===== src/rtl/sdcard_pkg.sv =====
// Shared types and widths for the sdcard arbiter slice.
package sdcard_pkg;

  typedef enum logic [1:0] {
    ST_IDLE = 2'd0,
    ST_OWN  = 2'd1,
    ST_BUSY = 2'd2,
    ST_HOLD = 2'd3
  } arb_state_e;

  localparam int unsigned CALL_W = 4;
  localparam int unsigned ADDR_W = 23;
  localparam int unsigned TAG_W  = 8;
  localparam int unsigned EN_W   = 2;

  localparam logic [TAG_W-1:0] TAG_TIMEOUT = 8'hFF;

  function automatic logic [1:0] onehot2(input logic idx);
    return idx ? 2'b10 : 2'b01;
  endfunction

endpackage


===== src/rtl/sdarb_rr2.sv =====
// Two-way round-robin picker: one-hot winner plus a pointer that moves past
// each client it grants.
module sdarb_rr2 (
  input  logic       clk,
  input  logic       rst_n,
  input  logic [1:0] req,
  input  logic       take,
  output logic [1:0] win
);

  logic ptr_q, ptr_d;

  always_comb begin
    win   = req;
    ptr_d = ptr_q;
    if (req == 2'b11) win = ptr_q ? 2'b10 : 2'b01;
    if (take && (req != 2'b00)) ptr_d = win[0];
  end

  always_ff @(posedge clk or negedge rst_n) begin
    if (!rst_n) ptr_q <= 1'b0;
    else        ptr_q <= ptr_d;
  end

endmodule


===== src/rtl/sdcard_arbmod.sv =====
// Two-client lock arbiter in front of sdcard_basemod.
// Define SDARB_TIMEOUT_EN to enable the BUSY-state watchdog.
import sdcard_pkg::*;

module sdcard_arbmod #(
  parameter int unsigned TIMEOUT_CYC = 24'd10_000_000,
  parameter int unsigned CNT_W       = 24
) (
  input  logic              CLOCK,
  input  logic              RESET,
  input  logic [1:0]        iReq,
  output logic [1:0]        oGnt,
  input  logic [CALL_W-1:0] iCall0,
  input  logic [CALL_W-1:0] iCall1,
  input  logic [ADDR_W-1:0] iAddr0,
  input  logic [ADDR_W-1:0] iAddr1,
  output logic [1:0]        oDone,
  output logic [TAG_W-1:0]  oTag,
  input  logic [EN_W-1:0]   iEn0,
  input  logic [EN_W-1:0]   iEn1,
  input  logic [7:0]        iData0,
  input  logic [7:0]        iData1,
  output logic [7:0]        oData,
  output logic [CALL_W-1:0] oSdCall,
  input  logic              iSdDone,
  output logic [ADDR_W-1:0] oSdAddr,
  input  logic [TAG_W-1:0]  iSdTag,
  output logic [EN_W-1:0]   oSdEn,
  output logic [7:0]        oSdData,
  input  logic [7:0]        iSdData
);

  if ((CNT_W < 1) || (CNT_W > 31) || (TIMEOUT_CYC < 1) ||
      (TIMEOUT_CYC > (32'd1 << CNT_W))) begin : g_bad_cfg
    $error("sdcard_arbmod: TIMEOUT_CYC does not fit CNT_W");
  end

  arb_state_e        state_q, state_d;
  logic              owner_q, owner_d;
  logic [1:0]        gnt_q, gnt_d;
  logic [1:0]        done_q, done_d;
  logic [TAG_W-1:0]  tag_q, tag_d;
  logic [CALL_W-1:0] sd_call_q, sd_call_d;
  logic [ADDR_W-1:0] sd_addr_q, sd_addr_d;
  logic [1:0]        win;
  logic              req_own;
  logic [CALL_W-1:0] call_own;
  logic [ADDR_W-1:0] addr_own;

  sdarb_rr2 u_rr (
    .clk   (CLOCK),
    .rst_n (RESET),
    .req   (iReq),
    .take  (state_q == ST_IDLE),
    .win   (win)
  );

  assign req_own  = iReq[owner_q];
  assign call_own = owner_q ? iCall1 : iCall0;
  assign addr_own = owner_q ? iAddr1 : iAddr0;

`ifdef SDARB_TIMEOUT_EN
  logic [CNT_W-1:0] wd_q, wd_d;
  logic             wd_expired;

  // Counter idles at zero outside BUSY, so entering BUSY always starts a fresh count.
  assign wd_d       = (state_q == ST_BUSY) ? wd_q + 1'b1 : '0;
  assign wd_expired = (wd_q == CNT_W'(TIMEOUT_CYC - 1));

  always_ff @(posedge CLOCK or negedge RESET) begin
    if (!RESET) wd_q <= '0;
    else        wd_q <= wd_d;
  end
`endif

  always_comb begin
    state_d   = state_q;
    owner_d   = owner_q;
    gnt_d     = gnt_q;
    done_d    = '0;
    tag_d     = tag_q;
    sd_call_d = sd_call_q;
    sd_addr_d = sd_addr_q;
    unique case (state_q)
      ST_IDLE: begin
        if (iReq != 2'b00) begin
          gnt_d   = win;
          owner_d = win[1];
          state_d = ST_OWN;
        end
      end
      ST_OWN: begin
        // Release wins over a call presented in the same cycle.
        if (!req_own) begin
          gnt_d   = '0;
          state_d = ST_IDLE;
        end else if (call_own != '0) begin
          sd_call_d = call_own;
          sd_addr_d = addr_own;
          state_d   = ST_BUSY;
        end
      end
      ST_BUSY: begin
        if (iSdDone) begin
          sd_call_d = '0;
          done_d    = onehot2(owner_q);
          tag_d     = iSdTag;
          state_d   = ST_HOLD;
        end
`ifdef SDARB_TIMEOUT_EN
        else if (wd_expired) begin
          sd_call_d = '0;
          done_d    = onehot2(owner_q);
          tag_d     = TAG_TIMEOUT;
          state_d   = ST_HOLD;
        end
`endif
      end
      ST_HOLD: state_d = ST_OWN;
      default: state_d = ST_IDLE;
    endcase
  end

  always_ff @(posedge CLOCK or negedge RESET) begin
    if (!RESET) begin
      state_q   <= ST_IDLE;
      owner_q   <= 1'b0;
      gnt_q     <= '0;
      done_q    <= '0;
      tag_q     <= '0;
      sd_call_q <= '0;
      sd_addr_q <= '0;
    end else begin
      state_q   <= state_d;
      owner_q   <= owner_d;
      gnt_q     <= gnt_d;
      done_q    <= done_d;
      tag_q     <= tag_d;
      sd_call_q <= sd_call_d;
      sd_addr_q <= sd_addr_d;
    end
  end

  assign oGnt    = gnt_q;
  assign oDone   = done_q;
  assign oTag    = tag_q;
  assign oSdCall = sd_call_q;
  assign oSdAddr = sd_addr_q;
  assign oData   = iSdData;

  // FIFO enables/data pass through only for the current grant holder.
  always_comb begin
    oSdEn   = '0;
    oSdData = '0;
    if (gnt_q[0]) begin
      oSdEn   = iEn0;
      oSdData = iData0;
    end else if (gnt_q[1]) begin
      oSdEn   = iEn1;
      oSdData = iData1;
    end
  end

endmodule

===== config.mk =====
export PLATFORM = sky130hd
export DESIGN_NAME = sdcard_arbmod
export DESIGN_NICKNAME = d
export VERILOG_FILES = /design/src/rtl/sdcard_pkg.sv /design/src/rtl/sdarb_rr2.sv /design/src/rtl/sdcard_arbmod.sv
export SDC_FILE = /design/constraint.sdc
export NUM_CORES = 1
export LEC_CHECK = 0
export BUFFER_PORTS_ARGS = -buffer_cell sky130_fd_sc_hd__buf_2
export CAP_MARGIN = 10
export CORE_MARGIN = 3
export CORE_UTILIZATION = 42
export DETAILED_ROUTE_END_ITERATION = 8
export PLACE_DENSITY_LB_ADDON = 0.15
export SETUP_SLACK_MARGIN = 0.15
export SLEW_MARGIN = 20
export SYNTH_ARGS = -nofsm -noshare
export SYNTH_HDL_FRONTEND = slang
export SYNTH_SLANG_ARGS = --single-unit

===== constraint.sdc =====
create_clock -name CLOCK -period 2.25 [get_ports CLOCK]
set_input_delay 0.3375 -clock CLOCK [delete_from_list [all_inputs] [get_ports CLOCK]]
set_output_delay 0.3375 -clock CLOCK [all_outputs]
set_load 0.005 [all_outputs]

==> metrics, run 1 <==
status=finished, final reports clean; CTS tree=built; post-synthesis cell count=218; length of the first detailed-routing pass in iterations=4; slowest stage delay, CP=0.53 ns; DRT Wirelength=5.257 mm; maximum vdd drop=0.0006414 V; syn_nets=317; DR vias/cell=4.801; number of fillers in the final layout=482; vias in the first global route=1,823; Layout area overhead=33.69%; Crit-path slowest cell=dfrtp_1; clk_skew=0.005821 ns; Detail Placement HPWL=4.118 mm; total leakage power=0.001606 uW; CP Cell Sequence=nor2_2, a22o_1, buf_2; CP endpoint kind=primary output; setup tns final=0 ns; worst path buffer plus inverter count=1; Total GRT Usage=0.1608; insertion delay to the later sink of the worst-skew pair=0.29 ns; clk root buf=clkbuf_8; Final Critical Period=1.768 ns; CP top delay family=flip-flops; Final Cycle Share=0.7857; largest area contributor in the netlist=dfrtp_1; crit path kind=flip-flop to primary output; Multi-input gate area=0.001085 mm2; row count=26; hold_buf cts=0; leading post-synthesis cells by cell area=dfrtp_1 (47%), mux2i_1 (14%), nor2_1 (5.0%), a21oi_1 (4.3%), mux2_2 (3.9%); via count=1,978; Critical Path AT=1.43 ns; Min Hold Slack=0.01451 ns; Fin. Hold Viols=0; CTS Buf Count=5; Critical Path Start Type=flip-flop; sequential-to-total area share from yosys stat=0.4651; Yosys warning total=0; CTS clock-pin slew for the worst setup and hold paths=0.08 ns; Max Fclk=565.7 MHz; Setup Buffers After CTS=0; Post-DRT Antenna Nets=0; Setup Viol. Count Final=0; layout cells sized above 1=0.4883; initial DRC count=89; Netlist cell types=31; antenna cells=0; die area=0.006434 mm2; first-pass GRT wire length=8.176 mm; Yosys reg bits=43; TritonCTS Sinks=43; Syn Area/Cell=10.61 um2; initial antenna violation count=0; worst r2r src=state_q[1]; DRC=0; initial core utilization=0.4445; CP required=1.91 ns; Die H=80.22 um; RSZ-0062 raised after global routing=false; worst slew pin tran=0.5378 ns; commonest cells after routing, fill and taps aside=buf_2 (135), dfrtp_1 (42), mux2i_1 (32); maxcap violations=0; gr ovfl total=0; Worst setup startpoint=oGnt[0]; most common cell after layout, fill and taps aside=buf_2; Core Area=0.005205 mm2; CTS H-tree lvls=2; largest net degree at the start of global routing=48; synthesized area=0.002313 mm2; GP Congestion=0.8126; Slew HR=0.6415; count of non-filler cells in the finished layout=412; Die X=80.22 um; DR WL/cell=12.76 um; final net count=441; Max Fanout on Critical Path=14; dpl cells=405; pwr/cell area=1206 mW/mm2; clock tree buffer depth=2; Reg area=0.001077 mm2; Max Slew Vio Count=0; I/O pins=152; Yosys top cell area share=0.4651; IO buf count=135; type of the worst min-delay path=input port to asynchronous set/reset pin
Yosys cell counts:
library cell	number
dfrtp_1	43
mux2i_1	32
nor2_1	31
a21oi_1	20
buf_4	11
nand2_1	10
a22o_1	9
mux2_2	8
o21ai_0	8
a21oi_2	7
inv_1	7
buf_2	4
clkbuf_1	4
ha_1	4
a31oi_1	2
buf_6	2
nor4_4	2
a21o_1	1
a32oi_1	1
and2_1	1
and3_1	1
nand2b_4	1
nand3_1	1
nand4_1	1
nor2b_1	1
nor3b_1	1
o2111ai_1	1
o21a_1	1
o22ai_2	1
o2bb2ai_1	1
o32ai_2	1
kinds of logic (layout without fill, tap and decap cells):
logic type,after synthesis,after routing,share of synthesized area
buffers and inverters,28,152,0.07193
and+or+nand+nor,50,50,0.1071
DFF,43,43,0.4651
AOI/OAI and AO/OA,53,53,0.1569
muxes,40,40,0.1774
adders and majority gates,4,4,0.02163
layout make-up:
cell class,instances,share of cell area
Clock buffer,5,0.02225
Clock inverter,2,0.01214
Inverter,7,0.008495
Multi-Input combinational cell,147,0.3507
Sequential cell,43,0.3483
Tap cell,70,0.02832
Timing Repair Buffer,138,0.2298
registers in the layout, indices dropped and copies added (netlist names):
signal and flops:
oTag 8, oSdCall 4, oGnt 2, state_q 2
owner_q 1, oSdAddr 23, u_rr.ptr_q 1, oDone 2
power by group:
group | switching [uW] | leakage, uW | internal [uW] | total [uW]
sequential | 249 | 0.000501 | 1130 | 1380
clock | 258 | 0.0000502 | 324 | 583
combinational | 882 | 0.00105 | 883 | 1770
total | 1390 | 0.00161 | 2340 | 3730
metrics by stage:
step | util | power [uW] | worst slack [ns] | area [um2]
6_report | 0.5942 | 3729 | 0.4822 | 3093
5_1_grt | 0.5942 | 4042 | 0.3126 | 3093
4_1_cts | 0.5938 | 3789 | 0.3041 | 3090
3_5_place_dp | 0.5733 | 3194 | 0.5143 | 2984
3_3_place_gp | 0.5733 | 3139 | 0.5598 | 2984
2_1_floorplan | - | 2551 | 0.6925 | 2313
worst paths after layout:
kind	end	slack, ns	depth (start not counted)
min	oTag[5]	0.01	1
min reg2reg	oTag[5]	0.51	1
max in group asynchronous	oSdAddr[22]	1.57	2
max	oSdData[4]	0.48	3
max reg2reg	state_q[1]	0.51	7
min in group CLOCK	oTag[0]	0.27	2
layer usage:
| metal | vias up | share of wire | GRT usage |
|---|---|---|---|
| met5 | - | 0 | 0 |
| met4 | 0 | 0.013 | 0.04730 |
| met3 | 8 | 0.11 | 0.04709 |
| met2 | 94 | 0.46 | 0.2641 |
| met1 | 872 | 0.41 | 0.2045 |
| li1 | 1004 | - | - |
timing repair:
item	in CTS	in global routing
resized for setup	0	1
hold endpoints to repair	0	0
endpoints found under the setup margin	0	4
Note: power is estimated with default switching activity, not from simulation.
==> run 2: changes to the inputs <==
- ABC_AREA: not set -> 1
- CORE_UTILIZATION: 42 -> 38
- clock period: 2.25 -> 1.6 ns (I/O delays scaled with it)
==> run 2 against run 1 <==
Net effect:
- synthesized cell count grew 48%
- cell count grew 31%
- critical endpoint is now oSdAddr[13]
- flip-flop and latch count is the same
- global-route usage grew 1.7 points
==> metrics, run 2 <==
NetSw=2675 uW (+92%); layout cells sized above 1=0.4678 (-0.02049); Max Fanout on Critical Path=8 (-6); first-pass GRT wire length=10.50 mm (+28%); initial antenna violation count=0 (unchanged); worst slew pin tran=0.5254 ns (-0.01241 ns); Setup Slack @ Placement=0.03437 ns (-0.4799 ns); Netlist cell types=23 (-26%); dpl cells=521 (+29%); length of the first detailed-routing pass in iterations=4 (unchanged); Die H=85.03 um (+6.0%); clk root buf=clkbuf_8; Synth Flop Type=dfrtp_1; via count=2,563 (+30%); maxcap violations=0 (unchanged); most frequent cells after synthesis=nand2_1 (168), dfrtp_1 (43), o21ai_0 (25); Die X=85.03 um (+6.0%); combinational share of power=0.552 (+0.079); antenna cells=0 (unchanged); gr ovfl total=0 (unchanged); final setup margin=0.07725 ns (-0.4049 ns); P_int=3764 uW (+61%); Setup Viol. Count Final=0 (unchanged); setup tns final=0 ns (unchanged); DR WL/cell=12.67 um (-0.72%); maximum vdd drop=0.0007476 V (+17%); Core Area=0.005991 mm2 (+15%); sequential-to-total area share from yosys stat=0.4533 (-0.01177); Detail Placement HPWL=5.030 mm (+22%); Yosys top cell area share=0.4533 (-0.01177); CP endpoint kind=flip-flop; initial DRC count=78 (-12%); Final Critical Period=1.523 ns; insertion delay to the later sink of the worst-skew pair=0.29 ns (about the same); Post-DRT Antenna Nets=0 (unchanged); Hold Startpoint=iSdTag[6]; total leakage power=0.002045 uW (+27%); Critical Path AT=1.70 ns (+0.27 ns); commonest cells after routing, fill and taps aside=nand2_1 (147), buf_2 (135), dfrtp_1 (41); TritonCTS Sinks=43 (unchanged); Yosys warning total=0 (unchanged); Post-synth EDFFs=0 (unchanged); Final Cycle Share=0.9517; pwr/cell area=1831 mW/mm2 (+52%); Sw Share=0.4154 (+0.04275); DRT Wirelength=6.853 mm (+30%); type of the worst min-delay path=input port to flip-flop; GP Congestion=0.8702 (+7.1%); crit path kind=flip-flop to flip-flop; max reg flops=23 (unchanged); status=finished, final reports clean; DRC=0 (unchanged); row count=28 (+7.7%); post-synthesis cell count=322 (+48%); Max Fclk=656.7 MHz; leading post-synthesis cells by cell area=dfrtp_1 (45%), nand2_1 (27%), o21ai_0 (5.3%), mux2_2 (3.8%), nand3_1 (3.2%); clock tree buffer depth=2 (unchanged); initial core utilization=0.3962 (-0.04827); CTS tree=built; I/O pins=152 (unchanged); synthesized area=0.002374 mm2 (+2.6%); Async SR Flop Fraction=1.000 (unchanged); Layout area overhead=48.13%; IO buf count=135 (unchanged); CP required=1.78 ns (-0.13 ns); Worst setup startpoint=owner_q; largest net degree at the start of global routing=24 (-50%); CTS Buf Count=5 (unchanged); Min Hold Slack=0.1738 ns (+0.1593 ns); DR vias/cell=4.738 (-1.3%); syn_nets=421 (+33%); final net count=564 (+28%); die area=0.007230 mm2 (+12%); most numerous cell in the Yosys netlist=nand2_1; worst r2r src=owner_q; Max Slew Vio Count=0 (unchanged); Reg power frac=0.292 (-0.078); vias in the first global route=2,295 (+26%); count of non-filler cells in the finished layout=541 (+31%); Yosys reg bits=43 (unchanged); largest area contributor in the netlist=dfrtp_1; Critical Path Start Type=flip-flop; CTS H-tree lvls=2 (unchanged); most common cell after layout, fill and taps aside=nand2_1; Total GRT Usage=0.1779 (+0.01710); RSZ-0062 raised after global routing=true; Clk pwr share=0.156 (about the same); clk_skew=0.01013 ns (+0.004311 ns); Slew HR=0.6498 (+0.008272); CTS clock-pin slew for the worst setup and hold paths=0.09 ns (about the same); Fin. Hold Viols=0 (unchanged); Syn Area/Cell=7.371 um2 (-31%)
run 2: power groups by stage:
stage | Clock [uW] | Sequential, uW | Combinational, uW
5_1_grt | 1070 | 1960 | 3980
3_5_place_dp | 0 | 1880 | 2980
3_3_place_gp | 0 | 1870 | 2930
2_1_floorplan | 0 | 1880 | 1810
4_1_cts | 1030 | 1870 | 3090
6_report | 1000 | 1880 | 3550
run 2: area by class of cell:
cell class	instances	area, um2
clock buffer	5	68.82
clock inverter	3	67.56
fill	563	2475
inverter	9	40.04
multi-input combinational	248	1259
sequential	43	1079
tap	75	93.84
timing repair buffer	158	908.4
run 2: logic make-up (layout without fill, tap and decap cells):
| logic type | count (synthesis) | after routing | synth area share |
|---|---|---|---|
| and+or+nand+nor | 198 | 198 | 0.3332 |
| DFF | 43 | 43 | 0.4533 |
| AOI/OAI and AO/OA | 38 | 38 | 0.08118 |
| buffers and inverters | 31 | 175 | 0.07327 |
| muxes | 8 | 8 | 0.03796 |
| adders and majority gates | 4 | 4 | 0.02109 |
run 2: critical path, stage by stage (launching register included):
cell and delay, ns:
dfrtp_2 0.48, clkinv_4 0.14, nand2_4 0.08, nand2_2 0.06, nor2_4 0.13, nand2_2 0.07
nand2_4 0.09, nor2_4 0.06, clkbuf_16 0.17, nand2_2 0.06, nand2_1 0.05
run 2: path summary, 6_finish.rpt:
| check | slack, ns | depth (start not counted) | end |
|---|---|---|---|
| min in group asynchronous | 0.46 | 2 | oGnt[0] |
| setup / recovery | 0.08 | 10 | oSdAddr[13] |
| hold reg to reg | 0.47 | 2 | oSdCall[3] |
| max in group asynchronous | 0.64 | 3 | oSdAddr[10] |
| hold / removal | 0.17 | 2 | oTag[6] |
| setup reg to reg | 0.08 | 10 | oSdAddr[13] |
run 2: repair_timing:
action | in CTS | in global routing
cloned | 0 | 2
buffers inserted | 3 | 6
endpoints found under the hold margin | 21 | 0
gates resized for setup | 10 | 49
hold buffers | 1 | 0
setup endpoints to repair | 43 | 49
pin swaps | 0 | 6
run 2: per-layer routing:
metal	GRT usage	up-vias	wire length, um
li1	-	1293	-
met1	0.2267	1154	2819
met2	0.3051	112	3446
met3	0.04175	4	530
met4	0.04317	0	57
met5	0	-	0
run 2: per-stage QoR:
stage	utilization	total power, uW	area, um2
after floorplan	-	3694	2380
after global placement	0.5203	4801	3117
after detailed placement	0.5203	4858	3117
after CTS	0.5520	5995	3307
after global routing	0.5869	7006	3516
final	0.5869	6439	3516
==> run 3: changes to the inputs <==
- ABC_AREA: 1 -> not set
- ABC_CLOCK_PERIOD_IN_PS: not set -> 1600
- SKIP_CTS_REPAIR_TIMING: not set -> 1
==> run 3 against run 2 <==
Net effect:
- clock skew fell by 0.0040 ns
- clock-buffer cell count rose by 1
- fmax rose by 1.0%
- clock power fell by 32%
- sequential power rose by 3%
- combinational power fell by 1%
- die area fell by 2.3%
- first-iteration DRC count fell by 51%
- flip-flop and latch count did not move
- utilization rose by 2.8 points
- power fell by 4.9%
- critical path type unchanged
==> metrics, run 3 (synthesized netlist as in run 1, its figures left out) <==
Core Area=0.005709 mm2 (-4.7%); Total GRT Usage=0.1594 (-0.01849); Fin. Hold Viols=0 (unchanged); gr ovfl total=0 (unchanged); CTS clock-pin slew for the worst setup and hold paths=0.08 ns (about the same); max reg flops=23 (unchanged); Final Critical Period=1.508 ns (-0.01509 ns); setup tns final=0 ns (unchanged); TritonCTS Sinks=43 (unchanged); I/O pins=152 (unchanged); Detail Placement HPWL=4.507 mm (-10%); CP Cell Sequence=inv_2, ha_4, inv_4, o32ai_4, buf_6, clkbuf_16, nor2_4, a21oi_2; CP endpoint kind=flip-flop; Final Cycle Share=0.9423 (-0.009433); number of fillers in the final layout=509 (-9.6%); Max Slew Vio Count=0 (unchanged); DR vias/cell=4.989 (+5.3%); type of the worst min-delay path=input port to flip-flop; dpl cells=413 (-21%); pwr/cell area=1744 mW/mm2 (-4.8%); layout cells sized above 1=0.6253 (+0.1575); CP required=1.83 ns (+0.05 ns); CTS Buf Count=5 (unchanged); commonest cells after routing, fill and taps aside=buf_2 (135), dfrtp_1 (40), mux2i_1 (32); length of the first detailed-routing pass in iterations=4 (unchanged); Setup Slack @ Placement=0.05073 ns (+0.01636 ns); maximum vdd drop=0.0008310 V (+11%); Layout area overhead=51.76%; DRT Wirelength=6.348 mm (-7.4%); Slew HR=0.6961 (+0.04630); die area=0.007060 mm2 (-2.3%); Layout Utilization=0.6149 (+0.02806); CTS H-tree lvls=2 (unchanged); clk root buf=clkbuf_8; Post-DRT Antenna Nets=0 (unchanged); Die X=84.03 um (-1.2%); IO buf count=135 (unchanged); slowest stage delay, CP=0.40 ns (-0.08 ns); Min Hold Slack=0.1698 ns (-0.004042 ns); via count=2,170 (-15%); Crit-path slowest cell=dfrtp_1; clk_skew=0.006164 ns (-0.003968 ns); clock tree buffer depth=2 (unchanged); antenna cells=0 (unchanged); largest net degree at the start of global routing=40 (+67%); initial core utilization=0.4052 (+0.009017); row count=27 (-3.6%); Max Fanout on Critical Path=5 (-3); crit path kind=flip-flop to flip-flop; CTS tree=built; Setup Viol. Count Final=0 (unchanged); RSZ-0062 raised after global routing=true; final setup margin=0.09235 ns (+0.01509 ns); status=finished, final reports clean; DRC=0 (unchanged); final net count=461 (-18%); worst slew pin tran=0.4559 ns (-0.06945 ns); Max Fclk=663.3 MHz (+1.0%); Critical Path AT=1.73 ns (+0.03 ns); GP Congestion=0.7636 (-12%); vias in the first global route=2,020 (-12%); insertion delay to the later sink of the worst-skew pair=0.30 ns (about the same); count of non-filler cells in the finished layout=435 (-20%); total leakage power=0.001753 uW (-14%); maxcap violations=0 (unchanged); Critical Path Start Type=flip-flop; Die H=84.03 um (-1.2%); initial antenna violation count=0 (unchanged); Multi-input gate area=0.001264 mm2 (+0.40%); Reg area=0.001080 mm2 (+0.12%); first-pass GRT wire length=9.232 mm (-12%); initial DRC count=38 (-51%); DR WL/cell=14.59 um (+15%); most common cell after layout, fill and taps aside=buf_2
==> run 3: cell types whose count changed in the layout (fill, tap and decap cells not counted), sizes merged, moves of 9 or more <==
| cell | change |
|---|---|
| nand2 | -163 |
| mux2i | +32 |
| nor2 | +23 |
| o21ai | -23 |
| a21oi | +21 |
| nand3 | -14 |
| a22o | +9 |
==> run 3: routing by layer <==
layer / track usage / vias up / part of all wire
met2: 0.2747 / 89 / 0.49
met4: 0.04678 / 0 / 0.011
met3: 0.06022 / 10 / 0.089
met1: 0.1829 / 1026 / 0.41
met5: 0 / - / 0
li1: - / 1045 / -
==> run 3: path summary, 6_finish.rpt <==
kind | cells past startpoint | startpoint | slack (ns) | to
max | 8 | state_q[1] | 0.09 | oSdAddr[0]
min in group asynchronous | 2 | RESET | 0.43 | oSdAddr[11]
min reg2reg | 1 | oTag[3] | 0.51 | oTag[3]
max in group asynchronous | 3 | RESET | 0.68 | state_q[0]
min | 2 | iSdTag[3] | 0.17 | oTag[3]
max reg2reg | 8 | state_q[1] | 0.09 | oSdAddr[0]
==> run 3: cell type report <==
type | instances | area share
clock inverter | 2 | 0.003564
timing repair buffer | 157 | 0.2744
sequential | 43 | 0.3076
multi-input combinational | 148 | 0.3599
tap | 72 | 0.02566
inverter | 7 | 0.008197
clock buffer | 6 | 0.02067
==> run 3: worst max-delay path, delay by kind of cell, from the launching register on <==
family / cells / cell delay, ns
DFF: 1 / 0.40
buffers and inverters: 4 / 0.46
and+or+nand+nor: 1 / 0.03
adders and majority gates: 1 / 0.15
AOI/OAI and AO/OA: 2 / 0.38
==> run 3: power breakdown <==
group	total (uW)	switching (uW)	internal [uW]
Clock	680	375	305
Sequential	1930	334	1600
Combinational	3510	1670	1840
==> run 3: through the flow <==
stage	cell area (um2)	total power, uW
2_1_floorplan	2340	3631
6_report	3511	6123
4_1_cts	3162	5355
3_5_place_dp	3077	4666
3_3_place_gp	3077	4603
5_1_grt	3511	6614
